`src/rtl/vga_pkg.sv`:
```
// Shared screen geometry, default colours and menu-cursor types.
package vga_pkg;
  localparam int SCREEN_W = 640;
  localparam int SCREEN_H = 480;
  localparam int IDX_W    = 3;

  localparam logic [7:0] DEF_FRAME_RGB  = 8'hFC;
  localparam logic [7:0] DEF_CURSOR_RGB = 8'hFC;
  localparam logic [7:0] DEF_BG_RGB     = 8'h00;
  localparam logic [7:0] DEF_BLANK_RGB  = 8'hFF;

  typedef enum logic [1:0] {
    MV_NONE = 2'b00,
    MV_UP   = 2'b01,
    MV_DOWN = 2'b10
  } move_t;

  // Wrapping step through n options; up=1 moves right.
  function automatic logic [IDX_W-1:0] step_idx(input logic [IDX_W-1:0] idx,
                                                input logic up, input int n);
    if (up)
      return (int'(idx) == n - 1) ? '0 : idx + 1'b1;
    else
      return (idx == '0) ? IDX_W'(n - 1) : idx - 1'b1;
  endfunction
endpackage

```
`src/rtl/menu_cursor_gen_debounce.sv`:
```
// Push-button debouncer: two-flop synchroniser plus stable-time down-counter,
// emits a one-cycle tick when the debounced level rises.
module menu_cursor_gen_debounce #(
  parameter int CYCLES = 250_000
) (
  input  logic clk,
  input  logic i_rst,
  input  logic i_btn,
  output logic o_tick
);
  localparam int CW = $clog2(CYCLES + 1);
  localparam logic [CW-1:0] RELOAD = CW'(CYCLES - 1);

  logic [1:0]    r_sync;
  logic          r_level;
  logic [CW-1:0] r_cnt;
  logic          r_tick;

  always_ff @(posedge clk) begin
    if (i_rst) begin
      r_sync  <= 2'b00;
      r_level <= 1'b0;
      r_cnt   <= RELOAD;
      r_tick  <= 1'b0;
    end else begin
      r_sync <= {r_sync[0], i_btn};
      r_tick <= 1'b0;
      if (r_sync[1] == r_level) begin
        r_cnt <= RELOAD;
      end else if (r_cnt == '0) begin
        r_level <= r_sync[1];
        r_cnt   <= RELOAD;
        r_tick  <= r_sync[1];
      end else begin
        r_cnt <= r_cnt - 1'b1;
      end
    end
  end

  assign o_tick = r_tick;
endmodule

```
`src/rtl/menu_cursor_gen.sv`:
```
// Main-screen menu renderer: frame/divider border plus a blinking cursor box
// that steps between options on debounced button ticks, once per frame.
module menu_cursor_gen
  import vga_pkg::*;
#(
  parameter int NUM_OPTS = 5,
  parameter logic [NUM_OPTS*10-1:0] OPT_X = {10'd557, 10'd480, 10'd180, 10'd93, 10'd16},
  parameter int CURSOR_W = 57,
  parameter int CURSOR_H = 17,
  parameter int CURSOR_Y = 65,
  parameter int BORDER_T = 8,
  parameter int DIVIDER_Y = 90,
  parameter int BLINK_FRAMES = 30,
  parameter logic [7:0] FRAME_RGB  = DEF_FRAME_RGB,
  parameter logic [7:0] CURSOR_RGB = DEF_CURSOR_RGB,
  parameter logic [7:0] BG_RGB     = DEF_BG_RGB,
  parameter logic [7:0] BLANK_RGB  = DEF_BLANK_RGB,
  parameter int DEBOUNCE_CYCLES = 250_000
) (
  input  logic             clk,
  input  logic             reset,
  input  logic             video_on,
  input  logic             frame_start,
  input  logic [9:0]       pix_x,
  input  logic [9:0]       pix_y,
  input  logic             pinta_pantalla_principal,
  input  logic             btn_left,
  input  logic             btn_right,
  input  logic             btn_sel,
  input  logic             cerrar,
  input  logic             nuevo,
  output logic             graph_on,
  output logic [7:0]       graph_rgb,
  output logic [IDX_W-1:0] cursor_idx,
  output logic             sel_tick
);
  localparam int BW = (BLINK_FRAMES > 1) ? $clog2(BLINK_FRAMES) : 1;
  localparam logic [BW-1:0] BLINK_LAST = (BLINK_FRAMES > 0) ? BW'(BLINK_FRAMES - 1) : '0;

  localparam logic [10:0] X_LEFT_END  = 11'(BORDER_T);
  localparam logic [10:0] X_RIGHT_BEG = 11'(SCREEN_W - BORDER_T);
  localparam logic [10:0] Y_TOP_END   = 11'(BORDER_T);
  localparam logic [10:0] Y_BOT_BEG   = 11'(SCREEN_H - BORDER_T);
  localparam logic [10:0] Y_DIV_BEG   = 11'(DIVIDER_Y);
  localparam logic [10:0] Y_DIV_END   = 11'(DIVIDER_Y + BORDER_T);
  localparam logic [10:0] Y_CUR_BEG   = 11'(CURSOR_Y);
  localparam logic [10:0] Y_CUR_END   = 11'(CURSOR_Y + CURSOR_H);
  localparam logic [10:0] CUR_W11     = 11'(CURSOR_W);

  logic             w_rst;
  logic             w_tick_l, w_tick_r, w_tick_s;
  logic             w_home, w_commit;
  logic [9:0]       w_opt_sel;
  logic [10:0]      w_x, w_y, w_cur_x0, w_cur_x1;
  logic             w_frame, w_cursor;
  logic [7:0]       w_rgb;

  logic [IDX_W-1:0] r_idx;
  move_t            r_pend;
  logic [BW-1:0]    r_blink_cnt;
  logic             r_visible;
  logic             r_sel_tick;
  logic             r_graph_on;
  logic [7:0]       r_graph_rgb;

  assign w_rst = ~reset;

  menu_cursor_gen_debounce #(.CYCLES(DEBOUNCE_CYCLES)) u_db_left (
    .clk(clk), .i_rst(w_rst), .i_btn(btn_left), .o_tick(w_tick_l));
  menu_cursor_gen_debounce #(.CYCLES(DEBOUNCE_CYCLES)) u_db_right (
    .clk(clk), .i_rst(w_rst), .i_btn(btn_right), .o_tick(w_tick_r));
  menu_cursor_gen_debounce #(.CYCLES(DEBOUNCE_CYCLES)) u_db_sel (
    .clk(clk), .i_rst(w_rst), .i_btn(btn_sel), .o_tick(w_tick_s));

  assign w_home   = cerrar | nuevo;
  assign w_commit = frame_start & (r_pend != MV_NONE);

  always_ff @(posedge clk) begin
    if (!reset) begin
      r_idx       <= '0;
      r_pend      <= MV_NONE;
      r_blink_cnt <= '0;
      r_visible   <= 1'b1;
      r_sel_tick  <= 1'b0;
    end else begin
      r_sel_tick <= w_tick_s & ~w_home;
      if (w_home) begin
        r_idx       <= '0;
        r_pend      <= MV_NONE;
        r_blink_cnt <= '0;
        r_visible   <= 1'b1;
      end else begin
        if (w_commit)
          r_idx <= step_idx(r_idx, r_pend == MV_UP, NUM_OPTS);
        // A tick landing on the frame_start cycle becomes the next pending move.
        if (w_tick_r && !w_tick_l)
          r_pend <= MV_UP;
        else if (w_tick_l && !w_tick_r)
          r_pend <= MV_DOWN;
        else if (frame_start)
          r_pend <= MV_NONE;
        if (w_commit || BLINK_FRAMES == 0) begin
          r_blink_cnt <= '0;
          r_visible   <= 1'b1;
        end else if (frame_start) begin
          if (r_blink_cnt == BLINK_LAST) begin
            r_blink_cnt <= '0;
            r_visible   <= ~r_visible;
          end else begin
            r_blink_cnt <= r_blink_cnt + 1'b1;
          end
        end
      end
    end
  end

  always_comb begin
    w_opt_sel = '0;
    for (int i = 0; i < NUM_OPTS; i++)
      if (r_idx == IDX_W'(i)) w_opt_sel = OPT_X[i*10 +: 10];
  end

  assign w_x      = {1'b0, pix_x};
  assign w_y      = {1'b0, pix_y};
  assign w_cur_x0 = {1'b0, w_opt_sel};
  assign w_cur_x1 = w_cur_x0 + CUR_W11;

  assign w_frame = pinta_pantalla_principal &
                   ((w_x < X_LEFT_END) || (w_x >= X_RIGHT_BEG) ||
                    (w_y < Y_TOP_END)  || (w_y >= Y_BOT_BEG)   ||
                    ((w_y >= Y_DIV_BEG) && (w_y < Y_DIV_END)));
  assign w_cursor = pinta_pantalla_principal & r_visible &
                    (w_x >= w_cur_x0) && (w_x < w_cur_x1) &&
                    (w_y >= Y_CUR_BEG) && (w_y < Y_CUR_END);

  always_comb begin
    w_rgb = BG_RGB;
    if (!video_on)     w_rgb = BLANK_RGB;
    else if (w_frame)  w_rgb = FRAME_RGB;
    else if (w_cursor) w_rgb = CURSOR_RGB;
  end

  always_ff @(posedge clk) begin
    if (!reset) begin
      r_graph_on  <= 1'b0;
      r_graph_rgb <= BG_RGB;
    end else begin
      r_graph_on  <= w_frame | w_cursor;
      r_graph_rgb <= w_rgb;
    end
  end

  assign graph_on   = r_graph_on;
  assign graph_rgb  = r_graph_rgb;
  assign cursor_idx = r_idx;
  assign sel_tick   = r_sel_tick;
endmodule

```
`config.mk`:
```
export PLATFORM = sky130hd
export DESIGN_NAME = menu_cursor_gen
export DESIGN_NICKNAME = d
export VERILOG_FILES = /design/src/rtl/vga_pkg.sv /design/src/rtl/menu_cursor_gen_debounce.sv /design/src/rtl/menu_cursor_gen.sv
export SDC_FILE = /design/constraint.sdc
export NUM_CORES = 1
export LEC_CHECK = 0
export ABC_AREA = 1
export CORE_MARGIN = 2
export CORE_UTILIZATION = 35
export DETAILED_ROUTE_END_ITERATION = 8
export SYNTH_ARGS = -nofsm -noshare
export SYNTH_HDL_FRONTEND = slang
export SYNTH_SLANG_ARGS = --single-unit
```
`constraint.sdc`:
```
create_clock -name clk -period 2.8 [get_ports clk]
set_clock_uncertainty 0.15 [all_clocks]
set_input_delay 0.56 -clock clk [delete_from_list [all_inputs] [get_ports clk]]
set_output_delay 0.56 -clock clk [all_outputs]
set_load 0.01 [all_outputs]
```
# Word-level counts from Yosys, hierarchy flattened
# Cells that the tools add are included.
# word_totals
regBits	87
output_inout_bits	13
# classes
addsub	7
magnitude_cmp	10
n_eq_ne	10
n_mux	15
n_bitwise	16
n_reduce_logical	32
# ops
operator	count
$logic_not 18->1	3
$sub 18x1->18 const B	3
$mux 10	4
$mux 8	3
$reduce_or 3->1	8
$ge 10x7->1 const B	2
$lt 10x4->1 const B	2
$lt 10x7->1 const B	2
$add 10x6->11 const B	1
$lt 10x11->1	1
$ge 10x10->1	1
$ge 10x10->1 const B	1
$ge 10x9->1 const B	1
$mux 5	2
$mux 3	3
$not 1->1	9
$reduce_and 2->1	4
$eq 3x2->1 const B	2
$eq 3x3->1 const B	2
$logic_and 1x1->1	6
$add 5x1->5 const B	1
$and 1x1->1	5
$eq 5x5->1 const B	1
$logic_or 1x1->1	4
other kinds (13)	19

# Longest topological paths before layout
# Gate-level depths: netlist of run 1.
# depth
word_depth	14
ltp_mapped	20

# Cells and area by module
# Synthesis of run 1 repeated with hierarchy kept, for this count alone.
# hier_totals
hier_cells	682
hier_area_um2	4918.5
# by_module_without_submodules
module	instances	cells_each	area_each_um2	seq_area_each_um2
menu_cursor_gen_debounce (u_db_left ...)	2	152	1146.1	440.4
menu_cursor_gen	1	233	1542.7	300.3
menu_cursor_gen_debounce (u_db_sel)	1	145	1083.5	440.4

# Least setup slack after synthesis of run 1
# No wires, ideal clock.
# synth_timing
path_type	register to register
start	register r_idx[0], in the netlist cursor_idx[0]
end	register r_graph_rgb[6], in the netlist graph_rgb[6]
arrival_ns	2.353
required_time_ns	2.592
path_slack_ns	0.239
stages_incl_launch_ff	18
period_less_slack_ns	2.561
cell_sequence	dfxtp_1 -> inv_1 -> ha_1 -> nand2_1 -> inv_1 -> nor2_1 -> nand2_1 -> xnor2_1 -> ha_1 -> nand2_1 -> nor2_1 -> a211oi_1 -> nand2_1 -> nand2_1 -> nand2_1 -> nand2_1 -> nand2_1 -> nand2_1
# synth_via
elab_chain_len	14
word_cells_on_any_way	20
classes_between	add/sub (1); order compare (2); eq/ne (4); mux (8); bitwise (1); reduce/logical (4)
# synth_lines
item	line_no	source
start: declaration	menu_cursor_gen.sv:58	logic [IDX_W-1:0] r_idx;
start signal: assignment	menu_cursor_gen.sv:94	r_idx <= step_idx(r_idx, r_pend == MV_UP, NUM_OPTS);
$logic_not 3->1	menu_cursor_gen.sv:120	if (r_idx == IDX_W'(i)) w_opt_sel = OPT_X[i*10 +: 10];
$mux 5	menu_cursor_gen.sv:120	
$mux 10 (3 in a row)	menu_cursor_gen.sv:120	
$mux 10 *	menu_cursor_gen.sv:120	
$add 10x6->11 or $ge 10x10->1 (tied branches)	menu_cursor_gen.sv:126, menu_cursor_gen.sv:133	
$lt 10x11->1 or $and 1x1->1 (tied branches)	menu_cursor_gen.sv:133, menu_cursor_gen.sv:132	
$logic_and 1x1->1 * (2 in a row)	menu_cursor_gen.sv:133	(w_x >= w_cur_x0) && (w_x < w_cur_x1) &&
$logic_and 1x1->1 *	menu_cursor_gen.sv:134	(w_y >= Y_CUR_BEG) && (w_y < Y_CUR_END);
$mux 8 *	menu_cursor_gen.sv:140	else if (w_cursor) w_rgb = CURSOR_RGB;
$mux 8 *	menu_cursor_gen.sv:139	else if (w_frame) w_rgb = FRAME_RGB;
$mux 8 *	menu_cursor_gen.sv:138	if (!video_on) w_rgb = BLANK_RGB;
end signal: assignment	menu_cursor_gen.sv:149	r_graph_rgb <= w_rgb;
end: declaration	menu_cursor_gen.sv:64	logic [7:0] r_graph_rgb;
# Every way passes the cells marked *; elsewhere a longest branch is shown, timed or not.
# A chain may end at the register's enable or synchronous reset.

# Worst setup path in the final report of run 1
# layout_timing
start	register r_idx[1], in the netlist cursor_idx[1]
end	register r_graph_rgb[6], in the netlist graph_rgb[6]
# Same word-level chain as after synthesis.

==> summary.txt, run 1 <==
Setup path
  • Reg2reg end: graph_rgb[6]$_SDFF_PN0_
  • CP Class: reg2reg
  • Startpoint Class: register
  • Crit path arrival time: 2.74 ns
  • CP max FO: 7
  • Register-to-Register Path Depth: 17
  • Worst Setup End Kind: register
  • Crit path required time: 2.93 ns
  • Worst R2R Start: cursor_idx[1]$_SDFFE_PP0P_
  • Flop2flop setup slack: approximately 0.19 ns

Worst hold path
  • Worst Hold Depth: 2
  • Min-Delay Path Class: reg2reg
  • Hold Path End: u_db_right.r_sync[1]$_SDFF_PN0_
  • Worst hold start: u_db_right.r_sync[0]$_SDFF_PN0_

Final layout
  • Sequential cell area: about 1600 µm²
  • Layout overhead on the synthesized area: 23.31%
  • Final core utilization: 0.4435
  • Nets@finish: about 690
  • Multi-input logic area: 2355 µm²
  • Filler-free cell count of the finished design: ~810
  • # fillers: 1214
  • Layout cells sized above 1: 0.1266
  • N_diodes: 0

Global route
  • Vias in the first global route: 3526
  • Gr usage total: 0.1327
  • GR Overflow Total: 0
  • Largest net degree at the start of global routing: 15
  • Wire length of the first global-routing pass: 14.55 mm
  • Initial antenna violation count: 0

Floorplan
  • Die W: 115.3 µm
  • Row count: 40
  • Core area: 12060 µm²
  • Starting density of the core: 0.3596
  • Die H: 115.3 µm
  • Top Ports: 43
  • Full die area: roughly 13000 µm²

Drt
  • Wire length per cell: 10.40 µm
  • # DRC: 0
  • Vias/cell: 4.515
  • 1st-iter DRT viols: 111
  • DR vias: between 3k and 4k
  • First-pass DRT Iterations: 4
  • WL final: 8.405 mm
  • DRT antenna net count: 0

Logic synthesis
  • Syn avg cell area: 7.403 µm²
  • Post-synth EDFFs: 0
  • Synth Net Count: 642
  • FFs w/ async S/R, synth: 0
  • Mapped Area: about 4300 µm²
  • Top FF cell, synth: dfxtp_1
  • Largest area contributor in the netlist: dfxtp_1
  • Most frequent cells after synthesis: nand2_1 (109), nor2_1 (82), dfxtp_1 (81), inv_1 (81), a21oi_1 (35)
  • Yosys reg bits: 81
  • Yosys top cell area share: 0.3738
  • Ys Warns: 0
  • Cells after Synth: 586
  • Register area share after synthesis: 0.3738
  • Most instantiated library cell after synthesis: nand2_1
  • Synth area leaders: dfxtp_1 (37%), nand2_1 (9.4%), ha_1 (7.5%)
  • Yosys cell types: 39

CTS
  • Clock slew at reported path FFs: 0.06 ns
  • CTS Buf Count: 9
  • CTS tree: done
  • Post-CTS Repair Setup Buffers: 0
  • Clk sink count: 81
  • Longest Clk Path Bufs: 2
  • Cts hold-fix bufs: 0
  • Worst-Skew Late Latency: approximately 0.33 ns
  • CTS root buffer: clkbuf_16
  • # resized after CTS: 0
  • H-Tree Depth: 3

Placement
  • Inst Count DP: 792
  • PortBufs: 42
  • Dpl hpwl: 6.643 mm
  • Final estimated routing congestion in global placement: 0.8713

STA
  • Fin Setup TNS: 0 ns
  • Fmax: 383.3 MHz
  • Final Hold Vio Count: 0
  • Hold slack: 0.2607 ns
  • Relative slew slack: 0.6539
  • Pins Over Slew Limit: 0
  • Minimum clock period: 2.609 ns
  • Fin crit share: 0.9318
  • Finish-stage setup viols: 0
  • Worst Tran Pin Value: 0.5137 ns

Flow run
  • Max-cap viol count: 0

Outcome
  • Status: finished clean

Power
  • Peak supply drop: 0.0004390 V
  • P per Cell Area: slightly above 500 nW/µm²
  • Total chip power: 2.743 mW
  • Leak: 2.401 nW
## state kept, by name (all words and copies together) (netlist names)
name / count
u_db_left.r_level: 1
u_db_left.r_sync: 2
u_db_sel.r_sync: 2
u_db_right.r_cnt: 18
u_db_sel.r_level: 1
graph_on: 1
u_db_right.r_sync: 2
r_visible: 1
u_db_right.o_tick: 1
u_db_left.r_cnt: 18
u_db_left.o_tick: 1
r_pend: 2
u_db_sel.o_tick: 1
u_db_sel.r_cnt: 18
graph_rgb: 2
sel_tick: 1
u_db_right.r_level: 1
r_blink_cnt: 5
cursor_idx: 3
## routing by layer
layer	global-route usage	wire (µm)	vias to the layer above
met5	0	0	-
met4	0.04900	79	0
met3	0.02319	207	6
met2	0.2343	4101	34
met1	0.1610	4017	1637
li1	-	-	1971
## area by class of cell
class,count,area share
clock inverter,7,0.02667
tap,168,0.03930
inverter,91,0.06386
clock buffer,9,0.04211
multi-input combinational,406,0.4402
sequential,81,0.3036
timing repair buffer,46,0.08421
## stage by stage
step	cell area [µm²]	setup slack, ns
6_report	5349	0.1908
5_1_grt	5349	-0.007618
4_1_cts	5305	0.04445
3_5_place_dp	4937	0.06158
3_3_place_gp	4937	0.1912
2_1_floorplan	4338	0.2388
## how the worst max path moves through the flow
| stage | from | endpoint | slack, ns |
|---|---|---|---|
| after floorplan | cursor_idx[0]$_SDFFE_PP0P_ | graph_rgb[6]$_SDFF_PN0_ | 0.24 |
| after global placement | cursor_idx[0]$_SDFFE_PP0P_ | graph_rgb[6]$_SDFF_PN0_ | 0.19 |
| after detailed placement | cursor_idx[1]$_SDFFE_PP0P_ | graph_rgb[6]$_SDFF_PN0_ | 0.06 |
| after CTS | cursor_idx[1]$_SDFFE_PP0P_ | graph_rgb[6]$_SDFF_PN0_ | 0.04 |
| after global routing | cursor_idx[1]$_SDFFE_PP0P_ | graph_on$_SDFF_PN0_ | -0.008 |
| final | cursor_idx[1]$_SDFFE_PP0P_ | graph_rgb[6]$_SDFF_PN0_ | 0.19 |
## power breakdown
group,internal (mW),total [mW],switching (mW),leakage (nW)
logic,0.0802,0.150,0.0694,1.56
clock network,0.962,1.43,0.464,0.180
registers,1.16,1.17,0.00590,0.657
## critical path, cell delays in order, from the launching register on
cell and delay (ns):
dfxtp_2 0.34, inv_1 0.16, ha_1 0.30, nand2_4 0.11, inv_1 0.14, nor2_2 0.07
buf_4 0.14, xor2_1 0.16, ha_1 0.27, nand2_1 0.07, nor2_1 0.05, a211oi_1 0.20
nand2_1 0.09, nand2_1 0.07, nand2_1 0.06, nand2_1 0.07, nand2_1 0.06, nand2_1 0.05
## kinds of logic after synthesis
family	synth area share
and+or+nand+nor	0.2977
AOI/OAI and AO/OA	0.1073
adders and majority gates	0.07499
other	0.0008645
xor gates and xnor gates	0.05250
buffers and inverters	0.09287
DFF	0.3738
## placed cells by master, fill, tap and decap left out, types with 2 or more instances in the layout
master           netlist  routed
dfxtp_1               81      79
inv_1                 81      81
o21ai_0               24      23
or2_2                  3       3
nand3_2                3       3
nor3_4                 2       2
a31oi_1                3       3
nor3_2                 3       3
nor3_1                 7       7
nand3_1               23      23
dfxtp_2                0       2
a21oi_1               35      35
o21ai_1                3       3
or2_1                  2       2
nor2_4                 4       6
xnor2_1                5       5
nand2_2                7       9
and3_1                 2       2
a211oi_1               2       2
nand2_1              109     106
clkinv_4               0       2
nand4_1               11      11
clkdlybuf4s50_1        0      42
o21bai_4               2       2
nor2_1                82      78
ha_2                   0       2
nand2_4                3       4
inv_2                 10      10
nor2_2                 9      11
o31ai_1                4       4
xor2_1                21      21
ha_1                  26      24
clkbuf_16              0       9
o211ai_1               4       4
bufinv_16              0       4
buf_4                  6       4
No activity file was read; power rests on OpenSTA's default activity.
==> run 2: changes to the inputs <==
--- a/config.mk
+++ b/config.mk
@@ -9,6 +9,7 @@
 export CORE_MARGIN = 2
 export CORE_UTILIZATION = 35
 export DETAILED_ROUTE_END_ITERATION = 8
+export REMOVE_ABC_BUFFERS = 1
 export SYNTH_ARGS = -nofsm -noshare
 export SYNTH_HDL_FRONTEND = slang
 export SYNTH_SLANG_ARGS = --single-unit
==> summary.txt, run 2 (same netlist as run 1, synthesis figures left out) <==
Drt
  • WL final: 8.412 mm (about the same)
  • Wire length per cell: 10.41 µm (about the same)
  • 1st-iter DRT viols: 126 (+14%)
  • First-pass DRT Iterations: 4 (unchanged)
  • # DRC: 0 (unchanged)
  • DRT antenna net count: 0 (unchanged)
  • DR vias: 3646 (-0.055%)
  • Vias/cell: 4.512 (about the same)

CTS
  • CTS Buf Count: 9 (unchanged)
  • Worst-Skew Late Latency: 0.33 ns (about the same)
  • CTS root buffer: clkbuf_16
  • Clk sink count: 81 (unchanged)
  • Clock slew at reported path FFs: 0.06 ns (about the same)
  • CTS tree: done
  • H-Tree Depth: 3 (unchanged)
  • Post-CTS Repair Setup Buffers: 0 (unchanged)
  • Longest Clk Path Bufs: 2 (unchanged)

STA
  • Fin crit share: 0.9369 (+0.005018)
  • Finish-stage setup viols: 0 (unchanged)
  • Setup WS post-layout: 0.1768 ns (-0.01405 ns)
  • Final Hold Vio Count: 0 (unchanged)
  • Hold slack: 0.2596 ns (-0.001039 ns)
  • Fmax: 381.2 MHz (-0.54%)
  • Fin Setup TNS: 0 ns (unchanged)
  • Worst Tran Pin Value: 0.5684 ns (+0.05473 ns)
  • Pins Over Slew Limit: 0 (unchanged)
  • Minimum clock period: 2.623 ns (+0.01405 ns)
  • Relative slew slack: 0.6171 (-0.03687)

Setup path
  • Startpoint Class: register
  • Crit-path slowest cell: dfxtp_2
  • Worst Setup End Kind: register
  • Crit path top cell by count: nand2_1
  • Slowest Stage Delay on Critical Path: 0.37 ns (+0.03 ns)
  • Reg2reg end: graph_rgb[6]$_SDFF_PN0_
  • Crit path required time: 2.93 ns (about the same)
  • Crit path launch: cursor_idx[1]$_SDFFE_PP0P_
  • Worst R2R Start: cursor_idx[1]$_SDFFE_PP0P_
  • Crit path arrival time: 2.75 ns (about the same)
  • Flop2flop setup slack: 0.18 ns (about the same)
  • CP max FO: 5 (-2)
  • Register-to-Register Path Depth: 15 (-2)
  • CP Class: reg2reg
  • Crit-path cells: ha_2 -> ha_1 -> nor2_2 -> o21ai_1 -> inv_2 -> a221oi_1 -> a21oi_1 -> ha_1 -> a31oi_1 -> nand3_1 -> a21oi_1 -> nand2_1 -> nand2_1 -> nand2_1 -> nand2_1

Power
  • Sw frac: 0.2191 (+0.02256)
  • Clock Power Share: 0.467 (-0.053)
  • Leak: 2.358 nW (-1.8%)
  • Peak supply drop: 0.0003625 V (-17%)
  • Total chip power: 2.469 mW (-10%)
  • P per Cell Area: 468.7 nW/µm² (-8.6%)
  • Sw power: 541.0 µW (+0.35%)
  • Combinational share of power: 0.060 (+0.005)
  • Pint: 1.928 mW (-13%)
  • Seq pwr share: 0.473 (+0.048)

Placement
  • Dpl hpwl: 6.488 mm (-2.3%)
  • Dpl ws: 0.1043 ns (+0.04271 ns)
  • PortBufs: 42 (unchanged)
  • Inst Count DP: 792 (unchanged)
  • Placed Area: 4937 µm² (unchanged)
  • Final estimated routing congestion in global placement: 0.9076 (+4.2%)

Global route
  • Wire length of the first global-routing pass: 14.57 mm (about the same)
  • M3 GR Usage: 0.01845 (-0.004744)
  • Gr usage total: 0.1337 (+0.0009795)
  • Initial antenna violation count: 0 (unchanged)
  • Global route hottest layer: met2
  • Vias in the first global route: 3462 (-1.8%)
  • Grt met2 use: 0.2296 (-0.004678)
  • Largest net degree at the start of global routing: 15 (unchanged)
  • Met1 Use GR: 0.1655 (+0.004499)
  • GR Overflow Total: 0 (unchanged)

Floorplan
  • Row count: 40 (unchanged)
  • Full die area: 13300 µm² (unchanged)
  • Die H: 115.3 µm (unchanged)
  • Die W: 115.3 µm (unchanged)
  • Core area: 12060 µm² (unchanged)
  • Starting density of the core: 0.3596 (unchanged)
  • Top Ports: 43 (unchanged)

Final layout
  • Design Area, Final: 5268 µm² (-1.5%)
  • Layout cells sized above 1: 0.1234 (-0.003125)
  • Layout overhead on the synthesized area: 21.43%
  • Biggest regs: u_db_left.r_cnt (18), u_db_right.r_cnt (18), u_db_sel.r_cnt (18)
  • Nets@finish: 691 (unchanged)
  • Most frequent cells in the layout: nand2_1 (108), inv_1 (80), dfxtp_1 (79)
  • Commonest non-fill, non-tap cell in the layout: nand2_1
  • Filler-free cell count of the finished design: 808 (unchanged)
  • N_diodes: 0 (unchanged)
  • Final core utilization: 0.4367 (-0.006743)

Worst hold path
  • Min-Delay Path Class: reg2reg
  • Worst Hold Depth: 1 (-1)
  • Hold Path End: u_db_right.r_cnt[0]$_SDFF_PP1_
  • Worst hold start: u_db_right.r_cnt[0]$_SDFF_PP1_

Flow run
  • Max-cap viol count: 0 (unchanged)

Outcome
  • Status: finished clean
==> run 2: area by class of cell <==
type / instances / area, µm²
Fill cell: 1230 / 6794
Clock buffer: 9 / 225.2
Timing Repair Buffer: 46 / 450.4
Multi-Input combinational cell: 406 / 2345
Clock inverter: 7 / 71.32
Tap cell: 168 / 210.2
Inverter: 91 / 341.6
Sequential cell: 81 / 1624
==> run 2: worst max path at each step <==
stage / cells after the start / end / slack, ns
2_1_floorplan: 17 / graph_rgb[6]$_SDFF_PN0_ / 0.24
3_3_place_gp: 17 / graph_rgb[6]$_SDFF_PN0_ / 0.18
3_5_place_dp: 16 / graph_rgb[6]$_SDFF_PN0_ / 0.10
4_1_cts: 16 / graph_rgb[6]$_SDFF_PN0_ / 0.10
5_1_grt: 15 / graph_rgb[6]$_SDFF_PN0_ / -0.09
6_report: 15 / graph_rgb[6]$_SDFF_PN0_ / 0.18
==> run 2: worst max-delay path: cells and delay by family, from the launching register on <==
kind	cells	cell delay (ns)
adders and majority gates	3	0.62
buffers and inverters	1	0.10
AOI/OAI and AO/OA	5	0.92
and+or+nand+nor	6	0.42
DFF	1	0.37
==> run 2: power groups by stage <==
stage	registers (mW)	logic, mW	clock network [mW]
2_1_floorplan	1.20	0.0568	0
3_3_place_gp	1.19	0.148	0
3_5_place_dp	1.19	0.149	0
4_1_cts	1.17	0.150	1.18
5_1_grt	1.17	0.167	1.23
6_report	1.17	0.148	1.15
==> run 2: routing by layer <==
metal	up-vias	share of wire	routed length, µm
met5	-	0	0
met4	0	0.023	195
met3	16	0.029	241
met2	53	0.46	3895
met1	1607	0.48	4079
li1	1970	-	-
==> run 2: repair_timing <==
action,in CTS,in global routing
hold buffers,0,0
gates resized for setup,0,13
hold endpoints to repair,0,0
endpoints found under the setup margin,0,2
